**src/rtl/tpu_pkg.sv**
```systemverilog
// ----------------------------------------------------------------------------
// tpu_pkg
//   Shared types and constants for the TPU datapath blocks.
//
//   DEFAULT_DATA_W   default width of one accumulated result element
//   collect_state_t  result-collector FSM states {IDLE, COLLECT, DRAIN}
//   row_t            one drained result row {col1, col0} at the default width
// ----------------------------------------------------------------------------
package tpu_pkg;

    localparam int DEFAULT_DATA_W = 8;

    typedef enum logic [1:0] {
        IDLE    = 2'd0,
        COLLECT = 2'd1,
        DRAIN   = 2'd2
    } collect_state_t;

    typedef struct packed {
        logic [DEFAULT_DATA_W-1:0] col1;
        logic [DEFAULT_DATA_W-1:0] col0;
    } row_t;

endpackage

```
**src/rtl/mmu_result_collector_col_deskew.sv**
```systemverilog
// ----------------------------------------------------------------------------
// mmu_result_collector_col_deskew
//   The MMU delivers column 1 one cycle after column 0. This block delays the
//   column-0 capture strobe and its row index by one cycle so the parent can
//   write column 1 into the same matrix row.
//
//   Parameters
//     RW        width of the row index
//   Ports
//     clk       clock, rising edge
//     reset     asynchronous, active-low reset
//     cap_en    column-0 element accepted this cycle
//     cap_row   row index the column-0 element was written to
//     col1_we   column-1 element present this cycle (write enable)
//     col1_row  row index for the column-1 write
// ----------------------------------------------------------------------------
module mmu_result_collector_col_deskew #(
    parameter int RW = 1
) (
    input  logic          clk,
    input  logic          reset,
    input  logic          cap_en,
    input  logic [RW-1:0] cap_row,
    output logic          col1_we,
    output logic [RW-1:0] col1_row
);

    // NOTE: sequential state uses non-blocking assignments so every flop
    // samples the pre-edge values regardless of statement order.
    always_ff @(posedge clk or negedge reset) begin
        if (!reset) begin
            col1_we  <= 1'b0;
            col1_row <= '0;
        end else begin
            col1_we <= cap_en;
            if (cap_en) begin
                col1_row <= cap_row;
            end
        end
    end

endmodule

```
**src/rtl/mmu_result_collector.sv**
```systemverilog
// ----------------------------------------------------------------------------
// mmu_result_collector
//   Consumes the 2-column output of the 2x2 systolic MMU, de-skews column 1
//   (which lags column 0 by one cycle), stores ROWS result rows and then
//   drains them row by row over a valid/ready handshake.
//
//   Build option: define MMU_COLLECT_RELU_EN to clamp negative elements to 0
//   at capture time. Timing is identical with or without it.
//
//   Parameters
//     DATA_W     element width (stored verbatim, two's complement)
//     ROWS       rows per matrix (1..16)
//   Ports
//     clk        clock, rising edge
//     reset      asynchronous, active-low reset
//     acc_valid  acc_col0 valid this cycle; matching acc_col1 arrives next cycle
//     acc_col0   MMU column 0 element
//     acc_col1   MMU column 1 element
//     out_valid  out_row holds a stored row (high throughout DRAIN)
//     out_ready  consumer accepts out_row when out_valid && out_ready
//     out_row    {col1, col0} of the current drain row
//     out_last   current drain row is the final row
//     busy       FSM not idle
//     done       one-cycle pulse after the final row is accepted
//     overflow   sticky: input arrived while it could not be accepted
// ----------------------------------------------------------------------------
module mmu_result_collector
    import tpu_pkg::*;
#(
    parameter int DATA_W = DEFAULT_DATA_W,
    parameter int ROWS   = 2
) (
    input  logic                clk,
    input  logic                reset,
    input  logic                acc_valid,
    input  logic [DATA_W-1:0]   acc_col0,
    input  logic [DATA_W-1:0]   acc_col1,
    output logic                out_valid,
    input  logic                out_ready,
    output logic [2*DATA_W-1:0] out_row,
    output logic                out_last,
    output logic                busy,
    output logic                done,
    output logic                overflow
);

    localparam int            RW       = (ROWS > 1) ? $clog2(ROWS) : 1;
    localparam logic [RW-1:0] LAST_ROW = RW'(ROWS - 1);

    collect_state_t    state;
    logic [RW-1:0]     wr_row;
    logic [RW-1:0]     rd_row;
    logic [DATA_W-1:0] mat_col0 [ROWS];
    logic [DATA_W-1:0] mat_col1 [ROWS];

    logic              col1_pend;
    logic [RW-1:0]     col1_row;
    logic              last_col1;
    logic              cap_en;
    logic              drain_hs;
    logic              drain_end;
    logic [DATA_W-1:0] col0_in;
    logic [DATA_W-1:0] col1_in;

    // Column 1 write strobe/address: the column-0 capture delayed by one cycle.
    mmu_result_collector_col_deskew #(
        .RW (RW)
    ) u_deskew (
        .clk      (clk),
        .reset    (reset),
        .cap_en   (cap_en),
        .cap_row  (wr_row),
        .col1_we  (col1_pend),
        .col1_row (col1_row)
    );

    // NOTE: every signal driven here gets a value on every path, so no
    // latch is inferred.
    always_comb begin
        col0_in = acc_col0;
        col1_in = acc_col1;
`ifdef MMU_COLLECT_RELU_EN
        if (acc_col0[DATA_W-1]) col0_in = '0;
        if (acc_col1[DATA_W-1]) col1_in = '0;
`endif
    end

    always_comb begin
        // The final row's column 1 completes the matrix; a new column-0
        // element in that same cycle has no row to go to.
        last_col1 = col1_pend && (col1_row == LAST_ROW);
        cap_en    = acc_valid && (state != DRAIN) && !last_col1;
        drain_hs  = (state == DRAIN) && out_ready;
        drain_end = drain_hs && (rd_row == LAST_ROW);
    end

    always_ff @(posedge clk or negedge reset) begin
        if (!reset) begin
            state    <= IDLE;
            wr_row   <= '0;
            rd_row   <= '0;
            done     <= 1'b0;
            overflow <= 1'b0;
        end else begin
            done <= drain_end;
            if (acc_valid && !cap_en) begin
                overflow <= 1'b1;
            end

            unique case (state)
                IDLE:    if (cap_en)    state <= COLLECT;
                COLLECT: if (last_col1) state <= DRAIN;
                DRAIN:   if (drain_end) state <= IDLE;
                default:                state <= IDLE;
            endcase

            // wr_row tracks column 0 and wraps after the final row, so it is
            // already 0 when the FSM enters DRAIN.
            if (cap_en) begin
                wr_row <= (wr_row == LAST_ROW) ? '0 : wr_row + RW'(1);
            end
            if (drain_hs) begin
                rd_row <= (rd_row == LAST_ROW) ? '0 : rd_row + RW'(1);
            end
        end
    end

    // NOTE: the matrix is reset explicitly so a drained row can never expose
    // stale data from an aborted collection; this keeps it out of RAM macros.
    always_ff @(posedge clk or negedge reset) begin
        if (!reset) begin
            for (int r = 0; r < ROWS; r++) begin
                mat_col0[r] <= '0;
                mat_col1[r] <= '0;
            end
        end else begin
            // Back-to-back input writes col0 of row k+1 and col1 of row k in
            // the same cycle; they target different arrays.
            if (cap_en) begin
                mat_col0[wr_row] <= col0_in;
            end
            if (col1_pend) begin
                mat_col1[col1_row] <= col1_in;
            end
        end
    end

    // Outputs are gated by DRAIN so nothing is visible outside a drain.
    always_comb begin
        out_valid = (state == DRAIN);
        out_row   = out_valid ? {mat_col1[rd_row], mat_col0[rd_row]} : '0;
        out_last  = out_valid && (rd_row == LAST_ROW);
        busy      = (state != IDLE);
    end

endmodule

```
**config.mk**
```make
export PLATFORM = sky130hd
export DESIGN_NAME = mmu_result_collector
export DESIGN_NICKNAME = d
export VERILOG_FILES = /design/src/rtl/tpu_pkg.sv /design/src/rtl/mmu_result_collector_col_deskew.sv /design/src/rtl/mmu_result_collector.sv
export SDC_FILE = /design/constraint.sdc
export NUM_CORES = 1
export LEC_CHECK = 0
export CORE_ASPECT_RATIO = 1.1
export CORE_UTILIZATION = 44
export DETAILED_ROUTE_END_ITERATION = 8
export PLACE_DENSITY = 0.74
export SKIP_CTS_REPAIR_TIMING = 1
export SYNTH_ARGS = -nofsm -noshare
export SYNTH_HDL_FRONTEND = slang
export SYNTH_HIERARCHICAL = 1
export SYNTH_SLANG_ARGS = --single-unit
```
**constraint.sdc**
```tcl
create_clock -name clk -period 1.2 [get_ports clk]
set_input_delay 0.18 -clock clk [delete_from_list [all_inputs] [get_ports clk]]
set_output_delay 0.18 -clock clk [all_outputs]
set_load 0.02 [all_outputs]
```
Word level (Yosys, flattened, before mapping)
Index checks and enable logic that the tools add are counted.
{ "totals": {"wordCells": 60, "out_inout_bits": 21, "regBits": 40, "inputBits": 20} }
{ "classes": {"addsub": 2, "n_mux": 19, "eq_ne": 6, "bitwise_logic": 3, "n_lt_le_gt_ge": 5, "n_reduce_logical": 14} }
{ "ops": {"columns": ["op", "count"], "rows": [
  ["2-to-1 mux 8 bit", 8],
  ["bitwise mux 16 bit", 2],
  ["demux 8 bit (select 1 bit)", 2],
  ["2-to-1 mux 16 bit", 1],
  ["logical AND 1 bit", 9],
  ["greater-or-equal comparator 2 bit, second input constant", 3],
  ["2-to-1 mux 2 bit", 3],
  ["inequality test 2 bit, second input constant", 3],
  ["inverter 1 -> 2 bit", 3],
  ["one-hot mux 2 bit (3 select lines)", 1],
  ["< comparator 2 x 1 -> 1 bit, second input constant", 2],
  ["AND reduction 3 bit", 1],
  ["adder 1 bit, second input constant", 2],
  ["== test 2 x 1 -> 1 bit, second input constant", 1],
  ["== test 2 bit, second input constant", 1],
  ["zero test 1 bit", 2],
  ["zero test 2 bit", 1],
  ["2-to-1 mux 1 bit", 2],
  ["inequality test 2 x 1 -> 1 bit, second input constant", 1],
  ["nonzero test 2 bit", 1]
]} }

Depth between registers and ports, before layout
{ "logic_depth": {"depth_word": 6, "mapped_depth": 5, "ltp_nobuf": 4} }

Modules after synthesis
The synthesis kept the hierarchy.
{ "by_module_without_submodules": {"columns": ["module", "area_each_um2", "seq_area_each_um2", "instances", "cells_per_inst"], "rows": [
  ["mmu_result_collector", 1739.2, 950.9, 1, 129],
  ["mmu_result_collector_col_deskew", 65.1, 50.0, 1, 3]
]} }

Worst setup path after synthesis
OpenSTA, ideal clock, no wires.
{ "synth_path": {"path_kind": "register to output", "startpoint": "reg state[0]", "endpoint": "out out_row[10]", "t_required_ns": 1.020, "n_path_buf": 2, "stages_incl_launch_ff": 5, "slack_ns": -0.137, "arrival_time_ns": 1.157, "path_cell_list": "dfrtp_1 -> nand2b_4 -> buf_2 -> buf_2 -> nor2_1"} }
{ "synth_between": {"elab_chain_cells": 2} }
{ "synth_rtl": {"columns": ["item", "line_no", "source"], "rows": [
  ["start: declaration", "mmu_result_collector.sv:50", "collect_state_t state;"],
  ["start signal: assignment", "mmu_result_collector.sv:99", "state <= IDLE;"],
  ["start signal: assignment", "mmu_result_collector.sv:111", "IDLE: if (cap_en) state <= COLLECT;"],
  ["start signal: assignment", "mmu_result_collector.sv:112", "COLLECT: if (last_col1) state <= DRAIN;"],
  ["== test 2 bit", "mmu_result_collector.sv:150", "out_valid = (state == DRAIN);"],
  ["2-to-1 mux 16 bit", "mmu_result_collector.sv:151", "out_row = out_valid ? {mat_col1[rd_row], mat_col0[rd_row]} : '0;"],
  ["end: declaration", "mmu_result_collector.sv:40", "output logic [2*DATA_W-1:0] out_row,"]
]} }
No other way between the ends.

Worst setup path in the final report
{ "layout_path": {"startpoint": "reg rd_row", "endpoint": "out out_row[5]"} }
{ "layout_between": {"elab_chain_cells": 5} }
{ "layout_rtl": {"columns": ["item", "line_no", "source"], "rows": [
  ["start: declaration", "mmu_result_collector.sv:52", "logic [RW-1:0] rd_row;"],
  ["start signal: assignment", "mmu_result_collector.sv:123", "rd_row <= (rd_row == LAST_ROW) ? '0 : rd_row + RW'(1);"],
  ["inverter 1 -> 2 bit (not written as such)", "mmu_result_collector.sv:151", null],
  ["2-to-1 mux 8 bit (not written as such) (3 in a row)", "mmu_result_collector.sv:151", null],
  ["2-to-1 mux 16 bit", "mmu_result_collector.sv:151", null]
]} }
No other way between the ends. The select of a mux whose other input is x is not followed.

==> key figures <==
Status
  – Outcome: finished with violations
  – Failing checks: setup timing

Timing
  – Skew final: between 0.004 and 0.005 ns
  – Setup TNS: -11.63 ns
  – Final Cycle Share: 134%
  – Worst-Margin Slew: 0.227 ns
  – Final setup margin: -0.413 ns
  – Final count of pins violating max slew: 0
  – Hold Vio Cnt, Final: 0
  – Final Critical Period: 1.61 ns
  – Final Setup Violations: 48
  – Fmax: 620 MHz
  – Rel. slew slack: 84.6%
  – RSZ-0062 raised after global routing: true

Routing
  – DR vias: 1255
  – First-pass DRT Iterations: 3
  – Routed Wire Length: 4030 um
  – DRT iter0 DRCs: 25
  – Avg Vias per Cell: 5.02
  – Post-route DRC: 0
  – DRT antenna net count: 0
  – Post-DR wirelength/cell: between 15 and 20 um

Clock network
  – Worst-skew pair later-pin latency: 0.29 ns
  – Clock Sinks: 40
  – Reg clk slew, reported paths: 0.07 ns
  – Clock Tree Buf Depth: 2
  – CTS tree: done
  – CTS root buf: clkbuf_8
  – Clock H-tree levels: 2
  – Cts bufs inserted: 5

Finish
  – Most frequent cells in the layout: dfrtp_1, clkdlybuf4s50_1, buf_4
  – ANT cells: 0
  – P&R area growth vs syn: 56.2%
  – Post-route cell area: 2820 sq um
  – Final core occ: 71.6%
  – Nets: about 220
  – Final cell count without fillers: 250
  – Share of layout cells above drive strength 1: a little under three fifths
  – Most common cell after layout, fill and taps aside: dfrtp_1

Floorplanning
  – Die height: roughly 69 um
  – Die Wd: 63.1 um
  – FP Rows: 24
  – Initial Util: 45.9%
  – # IOs: 41
  – Die area: 4360 sq um
  – Total core area: roughly 3900 sq um

Setup path
  – CP max stage cell: dfrtp_1
  – Reg2reg setup slack: -0.35 ns
  – Crit Path Category: flip-flop to primary output
  – Data required, critical path: 1.02 ns
  – CP Max Fanout: 14
  – Crit-path leading delay family: buffers and inverters
  – Slowest Stage Delay on Critical Path: slightly below 0.4 ns
  – R2r startpoint: state[1]$_DFFE_PN0P_
  – Worst reg2reg path depth: 4
  – Sum of buffers and inverters on the critical path: 3
  – Worst path arrival time: ~1.4 ns
  – CP Cell Sequence: buf_12 > buf_4 > mux2i_4 > nor2_4 > buf_6
  – Setup crit start kind: flip-flop
  – Worst setup EP type: primary output
  – RR Endpoint: mat_col0[1]$_DFFE_PN0P_

Yosys
  – Syn Nets: 152
  – Mapped Area: approximately 1800 sq um
  – Avg Inst Size Synth: 13.7 sq um
  – Post-synthesis sequential area ratio: 55.5%
  – Yosys reg bits: 40
  – Cell count after synthesis: ~130
  – Synth unique cells: 21
  – Warnings from Yosys: 6

Placement
  – Dpl cells: around 230
  – Port Buf Inserts: 40
  – HPWL after DPL: 2640 um
  – Post-DP Area: approximately 2500 sq um
  – Post-place setup slack: -0.442 ns
  – GP Congestion: 0.741

Global route
  – Initial antenna violation count: 0
  – All-Layer GR Usage: 18.0%
  – Overflow after GRT: 0
  – Largest net degree at the start of global routing: 41
  – First-pass GRT wire length: 5980 um
  – Number of global-route vias before repair: 1284

Job
  – Max-cap violations: 0

Pwr
  – Lkg Pwr: 0.00132 uW
  – Peak supply drop: around 0.0013 V
  – Power per Cell Area: 2620 nW/um^2

Min path
  – HP Class: primary input to async pin
[worst reg2reg max path, cell delays in order, from the launching register on]
cell	delay, ns
dfrtp_1	0.43
nand2b_4	0.18
clkbuf_16	0.18
and4_4	0.33
mux2_4	0.32
[kinds of logic after synthesis]
family                 count (synthesis)  synth area share (%)
AO/OA/AOI/OAI                          4                  1.39
XOR/XNOR                               2                 0.971
multiplexers                          49                  31.3
buffers and inverters                  8                  2.50
AND/OR/NAND/NOR                       29                  8.32
flip-flops                            40                  55.5
[power breakdown]
part	switching (uW)	internal, uW
logic	1590	2390
clock network	432	395
registers	563	2020
[metal layers]
layer	part of all wire, %	vias to the layer above	track usage [%]
met2	57	20	31.7
met4	1.1	0	5.43
met3	2.9	7	4.64
met5	0	-	0
li1	-	586	-
met1	39	642	21.1
[state kept, by name, summed over array words and instances (netlist names)]
| name | count |
|---|---|
| mat_col0 | 16 |
| mat_col1 | 16 |
| u_deskew/col1_row | 1 |
| state | 2 |
| wr_row | 1 |
| done | 1 |
| overflow | 1 |
| rd_row | 1 |
| u_deskew/col1_we | 1 |
[cell usage after synthesis]
master / number / area share (%)
dfrtp_1: 40 / 55
xor2_1: 1 / 0.49
inv_1: 1 / 0.21
a21o_1: 2 / 0.83
or2_2: 1 / 0.35
mux2i_1: 16 / 8.9
a21oi_1: 1 / 0.28
buf_2: 6 / 1.7
o21ai_0: 1 / 0.28
and3_1: 2 / 0.69
and2_1: 1 / 0.35
nor2b_1: 1 / 0.35
nor2_1: 18 / 3.7
mux2_2: 24 / 15
nand2_1: 3 / 0.62
nand2b_4: 1 / 0.76
and4_4: 1 / 0.62
xnor2_1: 1 / 0.49
nand4b_2: 1 / 0.83
buf_6: 1 / 0.62
mux2_4: 9 / 7.5
[final cells by class]
class | count | area [sq um]
Tap cell | 52 | 65.1
Inverter | 1 | 3.75
Clock buffer | 6 | 72.6
Clock inverter | 1 | 5.00
Timing Repair Buffer | 66 | 654
Fill cell | 277 | 1120
Sequential cell | 40 | 1000
Multi-Input combinational cell | 84 | 1020
[through the flow]
| stage | hold slack (ns) | total power (uW) |
|---|---|---|
| 4_1_cts | -0.146 | 6360 |
| 3_5_place_dp | 0.165 | 5530 |
| 3_3_place_gp | 0.162 | 5370 |
| 2_1_floorplan | -0.116 | 4480 |
| 5_1_grt | 0.426 | 7740 |
| 6_report | 0.394 | 7390 |
[worst max-delay path by stage]
stage                                  start                      end  cells past startpoint
2_1_floorplan  u_deskew/col1_row$_DFFE_PN0P_  mat_col0[0]$_DFFE_PN0P_                      4
3_3_place_gp              rd_row$_DFFE_PN0P_               out_row[1]                      4
3_5_place_dp              rd_row$_DFFE_PN0P_               out_row[3]                      4
4_1_cts                   rd_row$_DFFE_PN0P_              out_row[11]                      4
5_1_grt                   rd_row$_DFFE_PN0P_               out_row[5]                      5
6_report                  rd_row$_DFFE_PN0P_               out_row[5]                      5
No activity file was read; power rests on OpenSTA's default activity.
